==> config.mk <==
export PLATFORM = sky130hd
export DESIGN_NAME = uart_tx_scheduler
export DESIGN_NICKNAME = d
export VERILOG_FILES = /design/src/rtl/uart_tx_scheduler.sv
export SDC_FILE = /design/constraint.sdc
export NUM_CORES = 1
export LEC_CHECK = 0
export CAP_MARGIN = 5
export CORE_MARGIN = 3
export CORE_UTILIZATION = 51
export CTS_CLUSTER_DIAMETER = 80
export DETAILED_ROUTE_END_ITERATION = 10
export PLACE_DENSITY = 0.8
export RECOVER_POWER = 25
export SLEW_MARGIN = 20
export SYNTH_ARGS = -nofsm -noshare
export SYNTH_HDL_FRONTEND = slang
export SYNTH_SLANG_ARGS = --single-unit
==> constraint.sdc <==
create_clock -name clock -period 2.1 [get_ports clock]
set_input_delay 0.63 -clock clock [delete_from_list [all_inputs] [get_ports clock]]
set_output_delay 0.63 -clock clock [all_outputs]
set_load 0.02 [all_outputs]
==> src/rtl/uart_tx_scheduler.sv <==
// uart_tx_scheduler: shares one UART transmitter between NUM_REQ requesters.
// Each request and its byte are latched, served round-robin, launched with a
// one-cycle start strobe, and separated by a programmable idle gap.
module uart_tx_scheduler #(
   parameter int NUM_REQ    = 4,
   parameter int DATA_WIDTH = 8,
   parameter int GAP_CYCLES = 16
) (
   input  logic                            clock,
   input  logic                            rst_n,
   input  logic [NUM_REQ-1:0]              req_pulse,
   input  logic [NUM_REQ*DATA_WIDTH-1:0]   req_data,
   input  logic                            tx_busy,
   input  logic                            tx_done,
   output logic                            tx_start,
   output logic [DATA_WIDTH-1:0]           tx_data,
   output logic [$clog2(NUM_REQ)-1:0]      grant_id,
   output logic [NUM_REQ-1:0]              pending,
   output logic                            drop_pulse
);

   localparam int IDW = $clog2(NUM_REQ);
   localparam int GW  = (GAP_CYCLES > 0) ? $clog2(GAP_CYCLES + 1) : 1;
   localparam logic [GW-1:0] GAP_LAST = GW'((GAP_CYCLES > 0) ? GAP_CYCLES - 1 : 0);

   typedef enum logic [1:0] {IDLE, LAUNCH, WAIT_DONE, GAP} state_t;

   state_t                               state_q;
   logic [NUM_REQ-1:0]                   pending_q, pending_d;
   logic [NUM_REQ-1:0][DATA_WIDTH-1:0]   hold_q, hold_d;
   logic                                 drop_q, drop_d;
   logic [IDW-1:0]                       ptr_q, grant_q, winner, cand;
   logic [DATA_WIDTH-1:0]                txd_q;
   logic                                 start_q;
   logic [GW-1:0]                        gap_q;
   logic                                 found;
   int                                   idx;

   // Round-robin search starting one past the last winner.
   always_comb begin
      winner = ptr_q;
      found  = 1'b0;
      idx    = 0;
      cand   = '0;
      for (int k = 1; k <= NUM_REQ; k++) begin
         idx  = (int'(ptr_q) + k) % NUM_REQ;
         cand = IDW'(idx);
         if (!found && pending_q[cand]) begin
            winner = cand;
            found  = 1'b1;
         end
      end
   end

   // Request capture: a pulse on the requester being launched this cycle
   // re-arms it with the new byte; the launched frame already holds the old one.
   always_comb begin
      pending_d = pending_q;
      hold_d    = hold_q;
      drop_d    = 1'b0;
      for (int i = 0; i < NUM_REQ; i++) begin
         if (state_q == LAUNCH && grant_q == IDW'(i)) pending_d[i] = 1'b0;
         if (req_pulse[i]) begin
            if (!pending_q[i] || (state_q == LAUNCH && grant_q == IDW'(i))) begin
               pending_d[i] = 1'b1;
               hold_d[i]    = req_data[i*DATA_WIDTH +: DATA_WIDTH];
            end else begin
               drop_d = 1'b1;
            end
         end
      end
   end

   // Request/holding registers and the drop flag.
   always_ff @(posedge clock) begin
      if (!rst_n) begin
         pending_q <= '0;
         hold_q    <= '0;
         drop_q    <= 1'b0;
      end else begin
         pending_q <= pending_d;
         hold_q    <= hold_d;
         drop_q    <= drop_d;
      end
   end

   // Launch sequencer with registered strobe, byte and grant.
   always_ff @(posedge clock) begin
      if (!rst_n) begin
         state_q <= IDLE;
         ptr_q   <= IDW'(NUM_REQ - 1);
         grant_q <= '0;
         txd_q   <= '0;
         start_q <= 1'b0;
         gap_q   <= '0;
      end else begin
         start_q <= 1'b0;
         case (state_q)
            IDLE: begin
               if (|pending_q && !tx_busy) begin
                  state_q <= LAUNCH;
                  grant_q <= winner;
                  ptr_q   <= winner;
                  txd_q   <= hold_q[winner];
                  start_q <= 1'b1;
               end
            end
            LAUNCH: state_q <= WAIT_DONE;
            WAIT_DONE: begin
               if (tx_done) begin
                  gap_q   <= '0;
                  state_q <= (GAP_CYCLES == 0) ? IDLE : GAP;
               end
            end
            GAP: begin
               if (gap_q == GAP_LAST) begin
                  gap_q   <= '0;
                  state_q <= IDLE;
               end else begin
                  gap_q <= gap_q + GW'(1);
               end
            end
            default: state_q <= IDLE;
         endcase
      end
   end

   assign tx_start   = start_q;
   assign tx_data    = txd_q;
   assign grant_id   = grant_q;
   assign pending    = pending_q;
   assign drop_pulse = drop_q;

endmodule

==> results of run 1 <==
[area by class of cell]
type                    instances  area, um2
multi-input cells             189       1460
fillers                       417       1410
flip-flops and latches         57       1140
repair buffers                 69        651
clock buffers                  11        151
well taps                      67       83.8
clock inverters                 5       30.0
inverters                       4       15.0
[cell families after synthesis]
logic type / Yosys count
adder cells (fa/ha/maj): 6
AO/OA/AOI/OAI: 57
flip-flops: 57
multiplexers: 35
buffers and inverters: 20
AND/OR/NAND/NOR: 91
[report_power, final]
group,total [W],internal (W),switching [W]
Sequential,0.00135,0.00123,0.000118
Combinational,0.00113,0.000570,0.000564
Clock,0.000920,0.000485,0.000436
[state kept, by name, indices dropped and copies added (netlist names)]
name and count:
pending 4, gap_q 5, drop_pulse 1, ptr_q 2, grant_id 2, tx_start 1
tx_data 8, hold_q 32, state_q 2
[cells in the mapped netlist (3+ instances only)]
cell,n
a21oi_1,3
ha_1,6
o21ai_0,11
inv_1,4
dfxtp_1,57
buf_2,4
a221o_1,15
o2111a_1,7
and2_1,17
buf_4,3
nor2b_1,39
clkbuf_1,5
nand2b_1,6
o21a_1,6
mux2i_1,34
nand3_1,6
a21boi_0,5
buf_6,4
nand2_1,11
[cells in the final DEF, fill, tap and decap left out, drive strengths merged, types with 3 or more instances in the layout]
| cell type | instances |
|---|---|
| dfxtp | 57 |
| clkdlybuf4s50 | 50 |
| nor2b | 39 |
| mux2i | 34 |
| and2 | 18 |
| a221o | 15 |
| clkbuf | 15 |
| o21ai | 11 |
| nand2 | 11 |
| buf | 10 |
| o2111a | 7 |
| nand3 | 7 |
| nand2b | 6 |
| o21a | 6 |
| ha | 6 |
| a21boi | 5 |
| inv | 4 |
| dlygate4sd2 | 4 |
| a21oi | 3 |
| clkinv | 3 |
[routing by layer]
layer	global-route usage, %	wire [um]	up-vias
met3	8.62	369	15
li1	-	-	1091
met2	36.3	3200	66
met5	0	0	-
met1	24.3	2550	1040
met4	8.59	137	0
[through the flow]
stage / instances / cell area, um2
CTS: 402 / 3540
finish: 402 / 3530
floorplan: 266 / 2720
global route: 402 / 3530
global placement: 386 / 3360
detailed placement: 386 / 3360
[worst max path at each step]
| stage | start | endpoint | slack (ps) | depth (start not counted) |
|---|---|---|---|---|
| final | grant_id[0] | grant_id[0] | 100 | 1 |
| after global routing | grant_id[0] | grant_id[0] | 30 | 1 |
| after CTS | grant_id[0] | grant_id[0] | 80 | 1 |
| after detailed placement | tx_busy | tx_data[2] | -190 | 5 |
| after global placement | tx_busy | tx_data[3] | -170 | 5 |
| after floorplan | pending[3] | tx_data[6] | 310 | 7 |
==> impl_results.md, run 1 <==
- Initial core utilization: between 50 and 60%
- Setup tns final: 0 ps
- Leakage power: around 1.4 nW
- Post-synthesis simple-gate area fraction: slightly above 20%
- Final WS setup: ~100 ps
- Initial antenna violation count: 0
- R2R Setup Slk: between 200 and 300 ps
- Setup bufs post-CTS: 0
- Yosys top cell area share: a little over two fifths
- Max transition margin: around 71%
- Routability Congestion: approximately 0.81
- DIE AREA: around 0.0062 mm2
- Post-cts sizing count: 4
- WHS: ~440 ps
- Clock tree buffer depth: 2
- Power, Total: 0.00340 W
- Seq/Total Area, Yosys: about two fifths
- Critical path class: reg -> out
- Clock Latency Late Sink: 350 ps
- Final Hold Vio Count: 0
- Status: finished clean
- Crit path required time: roughly 1500 ps
- Post-route ant nets: 0
- EDFF count, synth: 0
- I/O Pins: between 50 and 60
- Final net count: around 380
- Max-slew violation count: 0
- Die H: a little under 80 um
- CTS tree: built
- RSZ-0062 raised after global routing: false
- Area leader, netlist: dfxtp_1
- Syn avg cell area: about 10 um2
- Cell family with most CP delay: buffers and inverters
- Final wirelength: between 6000 and 7000 um
- Crit-path cells: clkdlybuf4s50_1
- Total number of H-tree levels: 3
- Fin util: a little under three quarters
- DP HPWL: roughly 4400 um
- Hold path start: gap_q[4]
- Slowest cell delay on critical path: approximately 630 ps
- Post-synthesis mux area share: 12.9%
- Skew final: around 8 ps
- Worst EP arrival: around 1400 ps
- Pwr Density: about 960 mW/mm2
- Crit Path Max Fanout: 6
- Mapped Cells: around 270
- Largest net degree at the start of global routing: just under 60
- Floorplan core area: 0.00494 mm2
- DRT Pass-1 Iters: 4
- Mapped Nets: ~310
- Routed WL per cell: ~16 um
- Synth Area in Adders: under 10%
- IO buf count: 55
- Reg2Reg Depth: 7
- Worst-margin pin slew: approximately 440 ps
- Critical path endpoint category: output pin
- Global route overflow: 0
- Maxcap violations: 0
- Total CTS buffers: 9
- Final period util: a little over nine tenths
- Largest cells by area after synthesis: dfxtp_1 (42%), mux2i_1 (13%), nor2b_1 (9.0%)
- Antenna cells: 0
- Yosys reg bits: 57
- Worst Path Buf+Inv: 1
- Reg-to-Reg Start: state_q[0]
- Worst hold endpoint: gap_q[4]
- Top FF cell, synth: dfxtp_1
- Maximum vdd drop: 0.627 mV
- Slowest stage cell on the critical path: clkdlybuf4s50_1
- Clock transition at the registers of the reported paths: approximately 60 ps
- Routed via count: between 2000 and 2500
- FFs w/ async S/R, synth: 0%
- Global-route usage over all layers: a little over a fifth
- Row count: 25
- Post-synthesis cell area: ~0.0027 mm2
- Min Tclk post-route: roughly 2000 ps
- Netlist cell types: 38
- Worst slack, placed: -189 ps
- Crit Reg-Reg Endpoint: gap_q[3]
- Hold crit path type: reg -> reg
- F_max: around 500 MHz
- Synth Area in Compound Gates: between 15 and 20%
- Largest family of logic cells by synthesized area: simple AND/OR/NAND/NOR gates
- Hold-critical path depth: 2
- Startpoint types: flop
- Die W: ~80 um
- Vias in the first global route: 2238
- Share of post-route cells with drive strength above 1: a little over a tenth
- Post-synthesis xor/xnor area fraction: 0%
- Clk sinks: 57
- Drt drc: 0
- Final Setup Violations: 0
- Layout area overhead: 29.8%
- Vias per cell: 5.50
- YS warnings: 0
- Clock Tree Root: clkbuf_8
- First-pass GRT wire length: between 10000 and 15000 um
- Hold buffers post-CTS: 0
- Starting DRC count in detailed routing: roughly 100
Power figures use the tool's default switching activity.
==> run 2: changes to the inputs <==
CTS_CLUSTER_SIZE = 20   (was unset)
HOLD_SLACK_MARGIN = 0.02   (was unset)
==> results of run 2 <==
Same layout as run 1: the final DEF is identical, and so are final timing and power.
==> run 3: changes to the inputs <==
CELL_PAD_IN_SITES_DETAIL_PLACEMENT = 1   (was unset)
CELL_PAD_IN_SITES_GLOBAL_PLACEMENT = 2   (was unset)
CORE_UTILIZATION = 32   (was 51)
PLACE_DENSITY = unset   (was 0.8)
PLACE_DENSITY_LB_ADDON = 0.1   (was unset)
==> run 3 against run 2 <==
Critical path depth is the same. Via count is 1.7% lower. Register-to-register slack better by 60 ps. Utilization shrank 27 points. Global-route usage decreased by 6.4 points. First-iteration DRC count fell by 40%. Worst hold slack worse by 1.9 ps. Critical path type unchanged. Largest power group unchanged.
==> impl_results.md, run 3 (synthesized netlist as in run 1, its figures left out) <==
- Status: finished clean
- Floorplan core area: 0.00797 mm2 (+61%)
- F_max: 491 MHz (-1.7%)
- CTS tree: built
- Critical path endpoint category: output pin
- I/O Pins: 56 (unchanged)
- Total CTS buffers: 9 (unchanged)
- Setup tns final: 0 ps (unchanged)
- Final period util: 96.9% (+1.7 points)
- First-pass GRT wire length: 11500 um (+11%)
- Largest net degree at the start of global routing: 58 (unchanged)
- Min Tclk post-route: 2030 ps (+34.7 ps)
- DRT Pass-1 Iters: 4 (unchanged)
- Post-route ant nets: 0 (unchanged)
- Row count: 32 (+28%)
- Clk sinks: 57 (unchanged)
- Clock Tree Root: clkbuf_8
- Die W: 98.2 um (+24%)
- Clock Latency Late Sink: 340 ps (about the same)
- Cell family with most CP delay: buffers and inverters
- Vias in the first global route: 2285 (+2.1%)
- Final wirelength: 7080 um (+13%)
- Crit-path cells: clkdlybuf4s50_1
- Critical path class: reg -> out
- Max-slew violation count: 0 (unchanged)
- Slowest cell delay on critical path: 640 ps (about the same)
- DP Area: 0.00340 mm2 (+1.1%)
- Initial antenna violation count: 0 (unchanged)
- Worst EP arrival: 1400 ps (+30 ps)
- Clock tree buffer depth: 2 (unchanged)
- Slowest stage cell on the critical path: clkdlybuf4s50_1
- Final WS setup: 65.2 ps (-34.7 ps)
- Top reg by flops: hold_q
- Commonest non-fill, non-tap cells in the layout: dfxtp_1 (55), clkdlybuf4s50_1 (52), nor2b_1 (39), mux2i_1 (34), and2_1 (16)
- Routed via count: 2175 (-1.7%)
- DIE AREA: 0.00964 mm2 (+54%)
- Leakage power: 1.40 nW (-1.6%)
- IO buf count: 55 (unchanged)
- Final Cell Area: 0.00356 mm2 (+0.82%)
- Cells after DPL: 420 (+8.8%)
- Max transition margin: 68.6% (-2.4 points)
- Global-route usage over all layers: 15.1% (-6.4 points)
- Maxcap violations: 0 (unchanged)
- RSZ-0062 raised after global routing: false
- Most common cell after layout, fill and taps aside: dfxtp_1
- Drt drc: 0 (unchanged)
- Die H: 98.2 um (+24%)
- Startpoint types: flop
- Power, Total: 0.00338 W (-0.70%)
- DP HPWL: 5000 um (+13%)
- Crit path required time: 1470 ps (about the same)
- Skew final: 10.3 ps (+2.12 ps)
- Finished Layout Cells: 436 (+8.5%)
- Final Hold Vio Count: 0 (unchanged)
- Max reg flops: 32 (unchanged)
- Maximum vdd drop: 0.340 mV (-46%)
- Share of post-route cells with drive strength above 1: 10.5% (+0.031 points)
- Final net count: 375 (-0.27%)
- Total number of H-tree levels: 3 (unchanged)
- Starting DRC count in detailed routing: 61 (-40%)
- Layout area overhead: 30.8%
- Crit Path Max Fanout: 8 (+2)
- Global route overflow: 0 (unchanged)
- Worst slack, placed: -186 ps (+2.84 ps)
- Clock transition at the registers of the reported paths: 70 ps (about the same)
- Vias per cell: 4.99 (-9.3%)
- Final Setup Violations: 0 (unchanged)
- Worst Path Buf+Inv: 1 (unchanged)
- Worst-margin pin slew: 472 ps (+35.3 ps)
- Routed WL per cell: 16.2 um (+4.4%)
- Initial core utilization: 34.1% (-21 points)
- FILL cells: 897 (+120%)
- Routability Congestion: 0.738 (-8.7%)
- Antenna cells: 0 (unchanged)
- Hold crit path type: reg -> reg
- Pwr Density: 950 mW/mm2 (-1.5%)
==> run 3: metal layers <==
layer	share of wire (%)	track usage [%]	routed length [um]
met1	44	17.7	3150
met2	50	26.1	3520
met3	4.0	4.36	281
met4	1.8	5.88	127
met5	0	0	0
==> run 3: what timing repair did <==
item	CTS	global route
setup endpoints to repair	4	0
buffers inserted	0	0
hold buffers	0	0
gates resized for setup	4	0
==> run 3: tightest hold or removal path: stages (launching register included) <==
cell and delay, ps:
dfxtp_1 310, nand2_1 50, nor2_1 40
==> run 3: path summary, 6_finish.rpt <==
kind | endpoint | startpoint | slack, ps | depth (start not counted)
min | gap_q[4] | gap_q[4] | 440 | 2
max | pending[2] | pending[2] | 70 | 1
min reg2reg | gap_q[4] | gap_q[4] | 440 | 2
max reg2reg | gap_q[3] | state_q[0] | 320 | 7
==> run 3: report_power, final <==
part / total, W / switching (W) / internal [W] / leakage (nW)
clock: 0.000901 / 0.000477 / 0.000424 / 0.0814
combinational: 0.00112 / 0.000565 / 0.000559 / 0.853
sequential: 0.00135 / 0.000122 / 0.00123 / 0.469
==> run 3: layout make-up <==
class,instances,area (um2),share of cell area [%]
tap,102,128,3.59
clock inverter,7,46.3,1.30
inverter,4,15.0,0.422
timing repair buffer,68,644,18.1
multi-input combinational,189,1460,40.9
sequential,57,1140,32.1
clock buffer,9,124,3.48
==> run 3: per-stage QoR <==
| stage | hold slack (ps) | util (%) |
|---|---|---|
| floorplan | 412 | - |
| finish | 443 | 44.6 |
| detailed placement | 433 | 42.7 |
| global route | 480 | 44.6 |
| global placement | 426 | 42.7 |
| CTS | 444 | 44.8 |
